--- config.mk ---
export PLATFORM = sky130hd
export DESIGN_NAME = display_scan_controller
export DESIGN_NICKNAME = d
export VERILOG_FILES = /design/src/rtl/display_scan_controller_pkg.sv /design/src/rtl/display_scan_controller_scan_prescaler.sv /design/src/rtl/display_scan_controller.sv
export SDC_FILE = /design/constraint.sdc
export NUM_CORES = 1
export LEC_CHECK = 0
export CORE_UTILIZATION = 59
export DETAILED_ROUTE_END_ITERATION = 8
export GPL_TIMING_DRIVEN = 0
export HOLD_SLACK_MARGIN = 0.08
export MAX_ROUTING_LAYER = met4
export PLACE_DENSITY = 0.83
export SYNTH_ARGS = -nofsm -noshare
export SYNTH_HDL_FRONTEND = slang
export SYNTH_SLANG_ARGS = --single-unit
--- constraint.sdc ---
create_clock -name i_clock -period 3.4 [get_ports i_clock]
set_input_delay 0.85 -clock i_clock [delete_from_list [all_inputs] [get_ports i_clock]]
set_output_delay 0.85 -clock i_clock [all_outputs]
set_load 0.05 [all_outputs]
--- src/rtl/display_scan_controller_pkg.sv ---
// -----------------------------------------------------------------------------
// display_scan_controller_pkg
// Shared constants and types for the multiplexed 4-digit 7-segment scan
// controller: screen code width and named codes, digit count and the
// all-digits-off enable pattern.
// -----------------------------------------------------------------------------
package display_scan_controller_pkg;

    localparam int SCREEN_W   = 3;
    localparam int NUM_DIGITS = 4;

    // Active-low digit enables: every digit dark.
    localparam logic [NUM_DIGITS-1:0] DIGIT_OFF = 4'hF;

    // Screen codes understood by the downstream segment decoders.
    typedef enum logic [SCREEN_W-1:0] {
        SCR_S0 = 3'd0,
        SCR_S1 = 3'd1,
        SCR_S2 = 3'd2,
        SCR_S3 = 3'd3,
        SCR_S4 = 3'd4,
        SCR_S5 = 3'd5,
        SCR_S6 = 3'd6,
        SCR_S7 = 3'd7
    } screen_e;

endpackage

--- src/rtl/display_scan_controller_scan_prescaler.sv ---
// -----------------------------------------------------------------------------
// scan_prescaler
// Divide-by-DIV slot counter. Counts 0..DIV-1 while i_en is high and holds its
// value while i_en is low. o_wrap is high in the cycle whose clock edge takes
// the counter from DIV-1 back to 0. o_count_next is the value the counter will
// hold after the coming edge, so the parent can register outputs that line up
// with the counter instead of lagging it by one cycle.
//
// Ports
//   i_clock       in   system clock, rising edge
//   i_reset_n     in   asynchronous active-low reset
//   i_en          in   1 = count, 0 = hold
//   o_count_next  out  counter value after the next edge
//   o_wrap        out  counter is at DIV-1 and is about to wrap
// -----------------------------------------------------------------------------
module scan_prescaler #(
    parameter int DIV   = 8,
    parameter int CNT_W = 3
) (
    input  logic             i_clock,
    input  logic             i_reset_n,
    input  logic             i_en,
    output logic [CNT_W-1:0] o_count_next,
    output logic             o_wrap
);

    localparam logic [CNT_W-1:0] LAST = CNT_W'(DIV - 1);

    logic [CNT_W-1:0] r_count;
    logic [CNT_W-1:0] w_count_next;
    logic             w_last;

    assign w_last = (r_count == LAST);

    always_comb begin
        w_count_next = r_count;
        if (i_en) begin
            w_count_next = w_last ? '0 : r_count + CNT_W'(1);
        end
    end

    always_ff @(posedge i_clock or negedge i_reset_n) begin
        if (!i_reset_n) begin
            r_count <= '0;
        end else begin
            r_count <= w_count_next;
        end
    end

    assign o_count_next = w_count_next;
    assign o_wrap       = i_en & w_last;

endmodule

--- src/rtl/display_scan_controller.sv ---
// -----------------------------------------------------------------------------
// display_scan_controller
// Scan controller for a multiplexed 4-digit 7-segment display. Steps a 2-bit
// digit select once per slot, drives active-low digit enables with a blank
// window at the start of every slot (anti-ghosting), and holds a one-deep
// pending screen request that is committed to o_active_screen only at a frame
// boundary so a screen never changes part-way through a scan.
//
// Ports
//   i_clock          in   system clock, rising edge
//   i_reset_n        in   asynchronous active-low reset
//   i_enable         in   1 = scan runs, 0 = prescaler held and digits off
//   i_screen_req     in   requested screen code
//   i_screen_valid   in   request valid
//   o_screen_ready   out  controller can accept a request (pending slot empty)
//   o_active_screen  out  screen code currently shown
//   o_sel            out  digit select to the segment decoders
//   o_digit_en_n     out  digit enables, active low, bit k <-> o_sel == k
//   o_frame_tick     out  high in the cycle that ends a frame (sel 3 -> 0)
// -----------------------------------------------------------------------------
module display_scan_controller
    import display_scan_controller_pkg::*;
#(
    parameter int CLK_HZ       = 50_000_000,
    parameter int SCAN_HZ      = 1_000,
    parameter int BLANK_CYCLES = 16,
    parameter int SCREEN_WIDTH = SCREEN_W
) (
    input  logic                    i_clock,
    input  logic                    i_reset_n,
    input  logic                    i_enable,
    input  logic [SCREEN_WIDTH-1:0] i_screen_req,
    input  logic                    i_screen_valid,
    output logic                    o_screen_ready,
    output logic [SCREEN_WIDTH-1:0] o_active_screen,
    output logic [1:0]              o_sel,
    output logic [NUM_DIGITS-1:0]   o_digit_en_n,
    output logic                    o_frame_tick
);

    // Slot length in clocks; must be at least BLANK_CYCLES+2 so every slot
    // lights its digit for at least two cycles.
    localparam int DIV   = CLK_HZ / SCAN_HZ;
    localparam int CNT_W = (DIV > 1) ? $clog2(DIV) : 1;

    localparam logic [CNT_W-1:0] BLANK_END = CNT_W'(BLANK_CYCLES);

    logic [CNT_W-1:0]        w_count_next;
    logic                    w_wrap;
    logic                    w_frame_boundary;
    logic [1:0]              w_sel_next;
    logic                    w_blank_next;
    logic [NUM_DIGITS-1:0]   w_digit_en_n_next;
    logic                    w_accept;
    logic                    w_commit;
    logic                    w_pending_full_next;

    logic [1:0]              r_sel;
    logic [NUM_DIGITS-1:0]   r_digit_en_n;
    logic [SCREEN_WIDTH-1:0] r_active_screen;
    logic [SCREEN_WIDTH-1:0] r_pending;
    logic                    r_pending_full;
    logic                    r_screen_ready;

    scan_prescaler #(
        .DIV   (DIV),
        .CNT_W (CNT_W)
    ) u_scan_prescaler (
        .i_clock      (i_clock),
        .i_reset_n    (i_reset_n),
        .i_en         (i_enable),
        .o_count_next (w_count_next),
        .o_wrap       (w_wrap)
    );

    // The last slot of a frame wrapping is the frame boundary. w_wrap already
    // carries i_enable, so no boundary (and no commit) happens while disabled.
    assign w_frame_boundary = w_wrap & (r_sel == 2'd3);

    assign w_sel_next = w_wrap ? r_sel + 2'd1 : r_sel;

    // The enables are registered from next-cycle counter/select values so they
    // line up with the slot position. A slot always restarts at count 0, which
    // lies inside the blank window, so sel only ever moves while all digits
    // are dark.
    assign w_blank_next = ~i_enable | (w_count_next < BLANK_END);

    for (genvar gi = 0; gi < NUM_DIGITS; gi++) begin : g_digit_en
        assign w_digit_en_n_next[gi] = w_blank_next | (w_sel_next != 2'(gi));
    end

    // A request can only be accepted while the pending slot is empty, and a
    // commit only drains a slot that was already full before this cycle, so
    // an accept landing on a boundary waits for the following boundary.
    assign w_accept = i_screen_valid & r_screen_ready;
    assign w_commit = w_frame_boundary & r_pending_full;

    always_comb begin
        w_pending_full_next = r_pending_full;
        if (w_accept) begin
            w_pending_full_next = 1'b1;
        end else if (w_commit) begin
            w_pending_full_next = 1'b0;
        end
    end

    always_ff @(posedge i_clock or negedge i_reset_n) begin
        if (!i_reset_n) begin
            r_sel           <= 2'd0;
            r_digit_en_n    <= DIGIT_OFF;
            r_active_screen <= SCREEN_WIDTH'(SCR_S0);
            r_pending       <= '0;
            r_pending_full  <= 1'b0;
            r_screen_ready  <= 1'b1;
        end else begin
            r_sel          <= w_sel_next;
            r_digit_en_n   <= w_digit_en_n_next;
            r_pending_full <= w_pending_full_next;
            r_screen_ready <= ~w_pending_full_next;
            if (w_accept) begin
                r_pending <= i_screen_req;
            end
            if (w_commit) begin
                r_active_screen <= r_pending;
            end
        end
    end

    assign o_sel           = r_sel;
    assign o_digit_en_n    = r_digit_en_n;
    assign o_active_screen = r_active_screen;
    assign o_screen_ready  = r_screen_ready;
    assign o_frame_tick    = w_frame_boundary;

endmodule

==> metrics.txt, run 1 <==
Max Buffers Root-to-Sink=2; initial antenna violation count=0; Design Power=0.8886 mW; global route total overflow=0; worst path buffer plus inverter count=4; switching pwr=0.2906 mW; Flop pwr share=0.541; PortBufs=17; synthesized area per cell=~11 sq um; Placed Cells=~200; Iter 0 DRT Violations=28; Top FF cell, synth=dfrtp_1; post-synth top area share=0.3928; cell family with most CP delay=buffers and inverters; Hold/Removal Path Class=reg2reg; outcome=finished clean; sequential fraction of the synthesis area=0.4753; worst-skew pair later-pin latency=roughly 0.33 ns; Pint=0.5980 mW; CP max FO=10; CTS H-tree lvls=2; Die ar.=2911 sq um; CTS tree=built; GRT Util Overall=0.2709; global-route wire length before repair=5.119 mm; flop and latch count out of synthesis=30; most instantiated cells after synthesis=25 x dfrtp_1, 16 x nand2_1, 10 x nand3_1; Switching Share=0.3270; Yosys cell types=42; DR vias/cell=6.084; WP data required=2.55 ns; worst-margin pin slew=0.6605 ns; P per Cell Area=480.5 nW/um^2; Die Height=53.96 microns; Finished Cell Area=around 1800 sq um; combinational share of power=0.206; Crit Path Class=in2out; max incr delay on CP=0.54 ns; Setup crit start kind=primary input; Fill cells=175; Post-DP HPWL=2.488 mm; row cnt=18; final period utilization=0.9708; Peak VDD IR=0.3981 mV; non-filler cells, final=between 200 and 250; cts hold-fix bufs=0; multi-input logic area=around 750 sq um; Hold Slack=0.5148 ns; Post-synth EDFFs=0; Min Clock Period, post-route=around 3.3 ns; top-count cell post-synth=dfrtp_1; Setup Fix Bufs, Post-CTS=0; via count=1235; Synth Cell Area=1593 sq um; largest cells by area after synthesis=dfrtp_1 39%, dfstp_2 8.2%, xnor2_1 4.9%, mux2_2 4.2%, nand2_1 3.8%; Syn. warnings=0; # DRC=0; area delta synth->final=16.10%; Post-synth ARST share=1.000; share of cells above drive strength 1=0.2139; routability cong.=0.9608; number of global-route vias before repair=1094; largest net degree at the start of global routing=31; crit-path cells=clkdlybuf4s50_1, buf_6, and4_1, and4_2, nand2_1, inv_1, buf_2; nets=about 180; initial core utilization=0.6314; register area=757.0 sq um; Crit-path slowest cell=clkdlybuf4s50_1; DRT Pass-1 Iters=4; Die Wd=53.96 microns; max_slew headroom=0.5596; Max Freq=303.0 MHz; Fin. Hold Viols=0; setup violators final=0; Sink Count=30; CTS root buffer=clkbuf_4; drt wl/cell=roughly 17 microns; clock buffer count from CTS=5; Max Slew Vio Count=0; Clock transition at path regs=0.09 ns; Post-Place Cell Area=1800 sq um; crit path DAT=approximately 2.5 ns; dominant cell type by area after synthesis=dfrtp_1; Static Leak=0.7813 nW; RSZ-0062 raised after global routing=false; Synth Net Count=about 160; core area=2522 sq um; Mapped Cells=148; Clk pwr share=0.253; detailed-route wire length=3.371 mm; Inserted Diodes=0; Max Cap Viol=0; boundary pin count=18; ANT nets after route=0; Setup crit end kind=output pin; clk_skew=0.01183 ns
## timing repair
item                       4_1_cts  5_1_grt
setup endpoints to repair        1        0
hold endpoints to repair         0        0
gates resized for setup          5        0
## stage by stage
stage / utilization / setup WS, ns / TNS, ns
CTS: 0.7351 / 0.1027 / 0
global route: 0.7331 / 0.01035 / 0
global placement: 0.7138 / -0.4328 / -0.4328
floorplan: - / 0.7474 / 0
finish: 0.7331 / 0.09940 / 0
detailed placement: 0.7138 / -0.4375 / -0.4375
## flip-flops by register name, summed over array words and instances, names as in the netlist
| signal | count |
|---|---|
| o_digit_en_n | 4 |
| o_sel | 2 |
| r_pending_full | 1 |
| o_active_screen | 3 |
| u_scan_prescaler.r_count | 16 |
| o_screen_ready | 1 |
| r_pending | 3 |
## cells by family after synthesis
kind of cell	Yosys count	synth area share
AOI/OAI and AO/OA	15	0.06834
buffers and inverters	11	0.05499
xor gates and xnor gates	13	0.07149
muxes	8	0.05499
adders and majority gates	2	0.01571
and+or+nand+nor	69	0.2592
DFF	30	0.4753
## layout make-up
| class | instances | area share |
|---|---|---|
| inverter | 5 | 0.01015 |
| buffer | 6 | 0.03721 |
| multi-input combinational | 107 | 0.4046 |
| sequential | 30 | 0.4093 |
| tap | 30 | 0.02030 |
| timing repair buffer | 17 | 0.08660 |
| clock buffer | 8 | 0.03180 |
## power by group through the flow
stage               sequential [mW]  combinational (mW)  clock (mW)
floorplan                     0.473               0.131           0
global placement              0.482               0.175           0
detailed placement            0.486               0.182           0
CTS                           0.480               0.183       0.231
global route                  0.488               0.200       0.242
finish                        0.481               0.183       0.224
## tightest hold or removal path: stages (launching register included)
cell and delay, ns:
dfrtp_1 0.35, nand2_1 0.07, nand2_1 0.07
## layout by cell type (no fill, tap or decap), types with 5 or more instances in the layout
master	synthesis	final
xnor2_1	9	9
mux2_2	6	6
nor2_1	8	8
nand3_1	10	10
inv_1	5	5
dfrtp_1	25	25
nor4_1	7	7
dfstp_2	5	5
clkbuf_4	0	5
nand2_1	16	16
clkdlybuf4s50_1	0	15
## routing by layer
metal	track usage	part of all wire	vias to the layer above
met2	0.4218	0.49	47
met4	0.09211	0.0095	0
li1	-	-	586
met5	-	0	-
met3	0.08475	0.054	4
met1	0.3309	0.45	598
## path summary, 6_finish.rpt
kind	start	endpoint	slack, ns	depth (start not counted)
hold / removal	r_pending_full	r_pending_full	0.51	2
hold reg to reg	r_pending_full	r_pending_full	0.51	2
setup / recovery	i_enable	o_frame_tick	0.1	7
min in group asynchronous	i_reset_n	u_scan_prescaler.r_count[8]	0.54	1
setup reg to reg	u_scan_prescaler.r_count[0]	o_digit_en_n[1]	0.73	7
max in group asynchronous	i_reset_n	u_scan_prescaler.r_count[3]	2.43	1
(Power assumes the default switching activity.)
==> inputs of run 2 (changes only) <==
--- a/config.mk
+++ b/config.mk
@@ -5,12 +5,14 @@
 export SDC_FILE = /design/constraint.sdc
 export NUM_CORES = 1
 export LEC_CHECK = 0
-export CORE_UTILIZATION = 59
+export ABC_AREA = 1
+export CORE_MARGIN = 4
+export CORE_UTILIZATION = 60
 export DETAILED_ROUTE_END_ITERATION = 8
 export GPL_TIMING_DRIVEN = 0
 export HOLD_SLACK_MARGIN = 0.08
 export MAX_ROUTING_LAYER = met4
-export PLACE_DENSITY = 0.83
+export PLACE_DENSITY = 0.84
 export SYNTH_ARGS = -nofsm -noshare
 export SYNTH_HDL_FRONTEND = slang
 export SYNTH_SLANG_ARGS = --single-unit
==> run 2 against run 1 <==
  * Register-to-register slack gained 0.87 ns
  * Clock power barely moved
  * Worst hold slack got worse by 0.022 ns
  * Synthesized cell count rose by 43%
  * Non-clock buffer count decreased by 2
  * Core utilization grew 2.2 points
  * Global-route usage down 3.2 points
  * Die area rose by 26%
  * Largest cell class unchanged
  * Critical endpoint unchanged
  * Cell count rose by 32%
  * Sequential share of layout area decreased by 1.5 points
  * Setup slack better by 0.026 ns
  * Routed wire length is 5.3% higher
==> metrics.txt, run 2 <==
number of global-route vias before repair=1494 (+37%); ANT nets after route=0 (unchanged); Placed Cells=259 (+33%); Setup crit start kind=primary input; synthesized area per cell=7.814 sq um (-27%); switching pwr=0.3825 mW (+32%); worst-margin pin slew=0.6575 ns (-0.003066 ns); nets=245 (+35%); Die ar.=3666 sq um (+26%); CTS H-tree lvls=2 (unchanged); area delta synth->final=15.94%; crit path from=i_enable; cells on worst reg2reg path=11 (+4); flop and latch count out of synthesis=30 (unchanged); RSZ-0062 raised after global routing=false; Biggest register=u_scan_prescaler.r_count; Place WS=-0.3038 ns (+0.1337 ns); combinational share of power=0.311 (+0.105); post-synth top area share=0.3776 (-0.01513); Synth Net Count=221 (+41%); boundary pin count=18 (unchanged); dominant cell type by area after synthesis=dfrtp_1; Mapped Cells=212 (+43%); setup violators final=0 (unchanged); CP max FO=5 (-5); DR vias/cell=5.266 (-13%); R2R setup slack=1.60 ns (+0.87 ns); most frequent cells in the layout=44 x nand2_1, 37 x inv_1, 25 x nor2_1, 25 x dfrtp_1, 22 x nand3_1; Crit-path slowest cell=clkdlybuf4s50_1; most instantiated cells after synthesis=44 x nand2_1, 37 x inv_1, 25 x dfrtp_1, 25 x nor2_1, 22 x nand3_1; Die Wd=60.55 microns (+12%); Top FF cell, synth=dfrtp_1; Hold/Removal Path Class=reg2reg; global route total overflow=0 (unchanged); outcome=finished clean; Clk pwr share=0.223 (-0.030); Max Cap Viol=0 (unchanged); Syn. warnings=0 (unchanged); r2r startpoint=u_scan_prescaler.r_count[0]; share of cells above drive strength 1=0.1941 (-0.01978); Switching Share=0.3758 (+0.04874); Flop pwr share=0.466 (-0.075); row cnt=18 (unchanged); Peak VDD IR=0.4803 mV (+21%); crit path DAT=2.42 ns (-0.03 ns); Die Height=60.55 microns (+12%); Synth Cell Area=1657 sq um (+4.0%); Clock transition at path regs=0.09 ns (about the same); worst-skew pair later-pin latency=0.34 ns (about the same); Largest register FFs=16 (unchanged); largest cells by area after synthesis=dfrtp_1 38%, nand2_1 10%, inv_1 8.4%, dfstp_2 7.9%, nand3_1 6.6%; Post-DP HPWL=2.553 mm (+2.6%); Setup crit end=o_frame_tick; commonest non-fill, non-tap cell in the layout=nand2_1; clk_skew=0.01042 ns (-0.001409 ns); non-filler cells, final=267 (+32%); Static Leak=1.008 nW (+29%); Max Buffers Root-to-Sink=2 (unchanged); routability cong.=0.9113 (-5.2%); final core occ=0.7547 (+0.02154); CTS root buffer=clkbuf_4; crit-path cells=clkdlybuf4s50_1, nand2_2, inv_2, nand2_1, nor2_2, nand2_2, inv_2, nand2_1, inv_2, clkdlybuf4s15_2; Sink Count=30 (unchanged); initial core utilization=0.6509 (+0.01949); P per Cell Area=529.9 nW/um^2 (+10%); drt wl/cell=13.29 microns (-20%); DRT Pass-1 Iters=4 (unchanged); Inserted Diodes=0 (unchanged); via count=1406 (+14%); Fin. Hold Viols=0 (unchanged); Max Slew Vio Count=0 (unchanged); top-count cell post-synth=nand2_1; PortBufs=17 (unchanged); sequential fraction of the synthesis area=0.4569 (-0.01831); global-route wire length before repair=6.147 mm (+20%); WP data required=2.55 ns (about the same); Setup crit end kind=output pin; Setup TNS Final=0 ns (unchanged); Post-synth EDFFs=0 (unchanged); Min Clock Period, post-route=3.274 ns (-0.02615 ns); GRT Util Overall=0.2394 (-0.03153); detailed-route wire length=3.549 mm (+5.3%); Max Freq=305.4 MHz (+0.80%); Design Power=1.018 mW (+15%); initial antenna violation count=0 (unchanged); largest net degree at the start of global routing=31 (unchanged); Post-synth ARST share=1.000 (unchanged); reg2reg end=o_digit_en_n[3]; crit-path most repeated cell=inv_2; fin worst setup slack=0.1256 ns (+0.02615 ns); CTS tree=built; clock buffer count from CTS=5 (unchanged); final period utilization=0.9631 (-0.007692); Yosys cell types=29 (-31%); Pint=0.6353 mW (+6.2%); core area=2545 sq um (+0.89%); # DRC=0 (unchanged); max incr delay on CP=0.59 ns (+0.05 ns); Iter 0 DRT Violations=60 (+110%); max_slew headroom=0.5617 (+0.002043); Crit Path Class=in2out
-- run 2: area by class of cell --
class	instances	area, sq um
sequential	30	757.0
multi-input combinational	136	706.9
fill	181	624.3
timing repair buffer	17	166.4
inverter	42	157.7
clock buffer	7	55.05
tap	30	37.54
buffer	4	35.03
clock inverter	1	5.005
-- run 2: power groups by stage --
stage,clock network (mW),registers [mW],logic [mW]
CTS,0.231,0.473,0.314
detailed placement,0,0.479,0.310
finish,0.227,0.474,0.316
global placement,0,0.475,0.293
floorplan,0,0.472,0.237
global route,0.247,0.481,0.357
-- run 2: repair_timing --
action	CTS	global route
resized for setup	3	0
endpoints found under the setup margin	1	0
setup buffers	0	0
hold buffers	0	0
-- run 2: cell families after synthesis --
logic type,count (synthesis),synth area share
AOI/OAI and AO/OA,8,0.02794
xor gates and xnor gates,2,0.01511
muxes,4,0.02719
DFF,30,0.4570
and+or+nand+nor,120,0.3414
adders and majority gates,2,0.01510
buffers and inverters,46,0.1163
-- run 2: worst min-delay path by stage --
stage | startpoint | endpoint | cells after the start
2_1_floorplan | r_pending[0] | o_active_screen[0] | 1
3_3_place_gp | r_pending[2] | o_active_screen[2] | 1
5_1_grt | r_pending[2] | o_active_screen[2] | 1
6_report | o_active_screen[1] | o_active_screen[1] | 2
4_1_cts | o_active_screen[1] | o_active_screen[1] | 2
3_5_place_dp | o_active_screen[1] | o_active_screen[1] | 2
-- run 2: per-layer routing --
metal	share of wire	track usage
met1	0.41	0.2627
met2	0.50	0.3966
met3	0.072	0.08298
met4	0.017	0.09907
met5	0	-
-- run 2: critical path: cells and delay by family --
kind	cells	cell delay, ns
buffers and inverters	5	1.17
AND/OR/NAND/NOR	5	0.39
-- run 2: through the flow --
stage               hold WS [ns]  instance area (sq um)
floorplan                 0.4522                   1657
CTS                       0.5004                   1926
global placement          0.4617                   1864
global route              0.5339                   1921
detailed placement        0.4729                   1864
finish                    0.4933                   1921
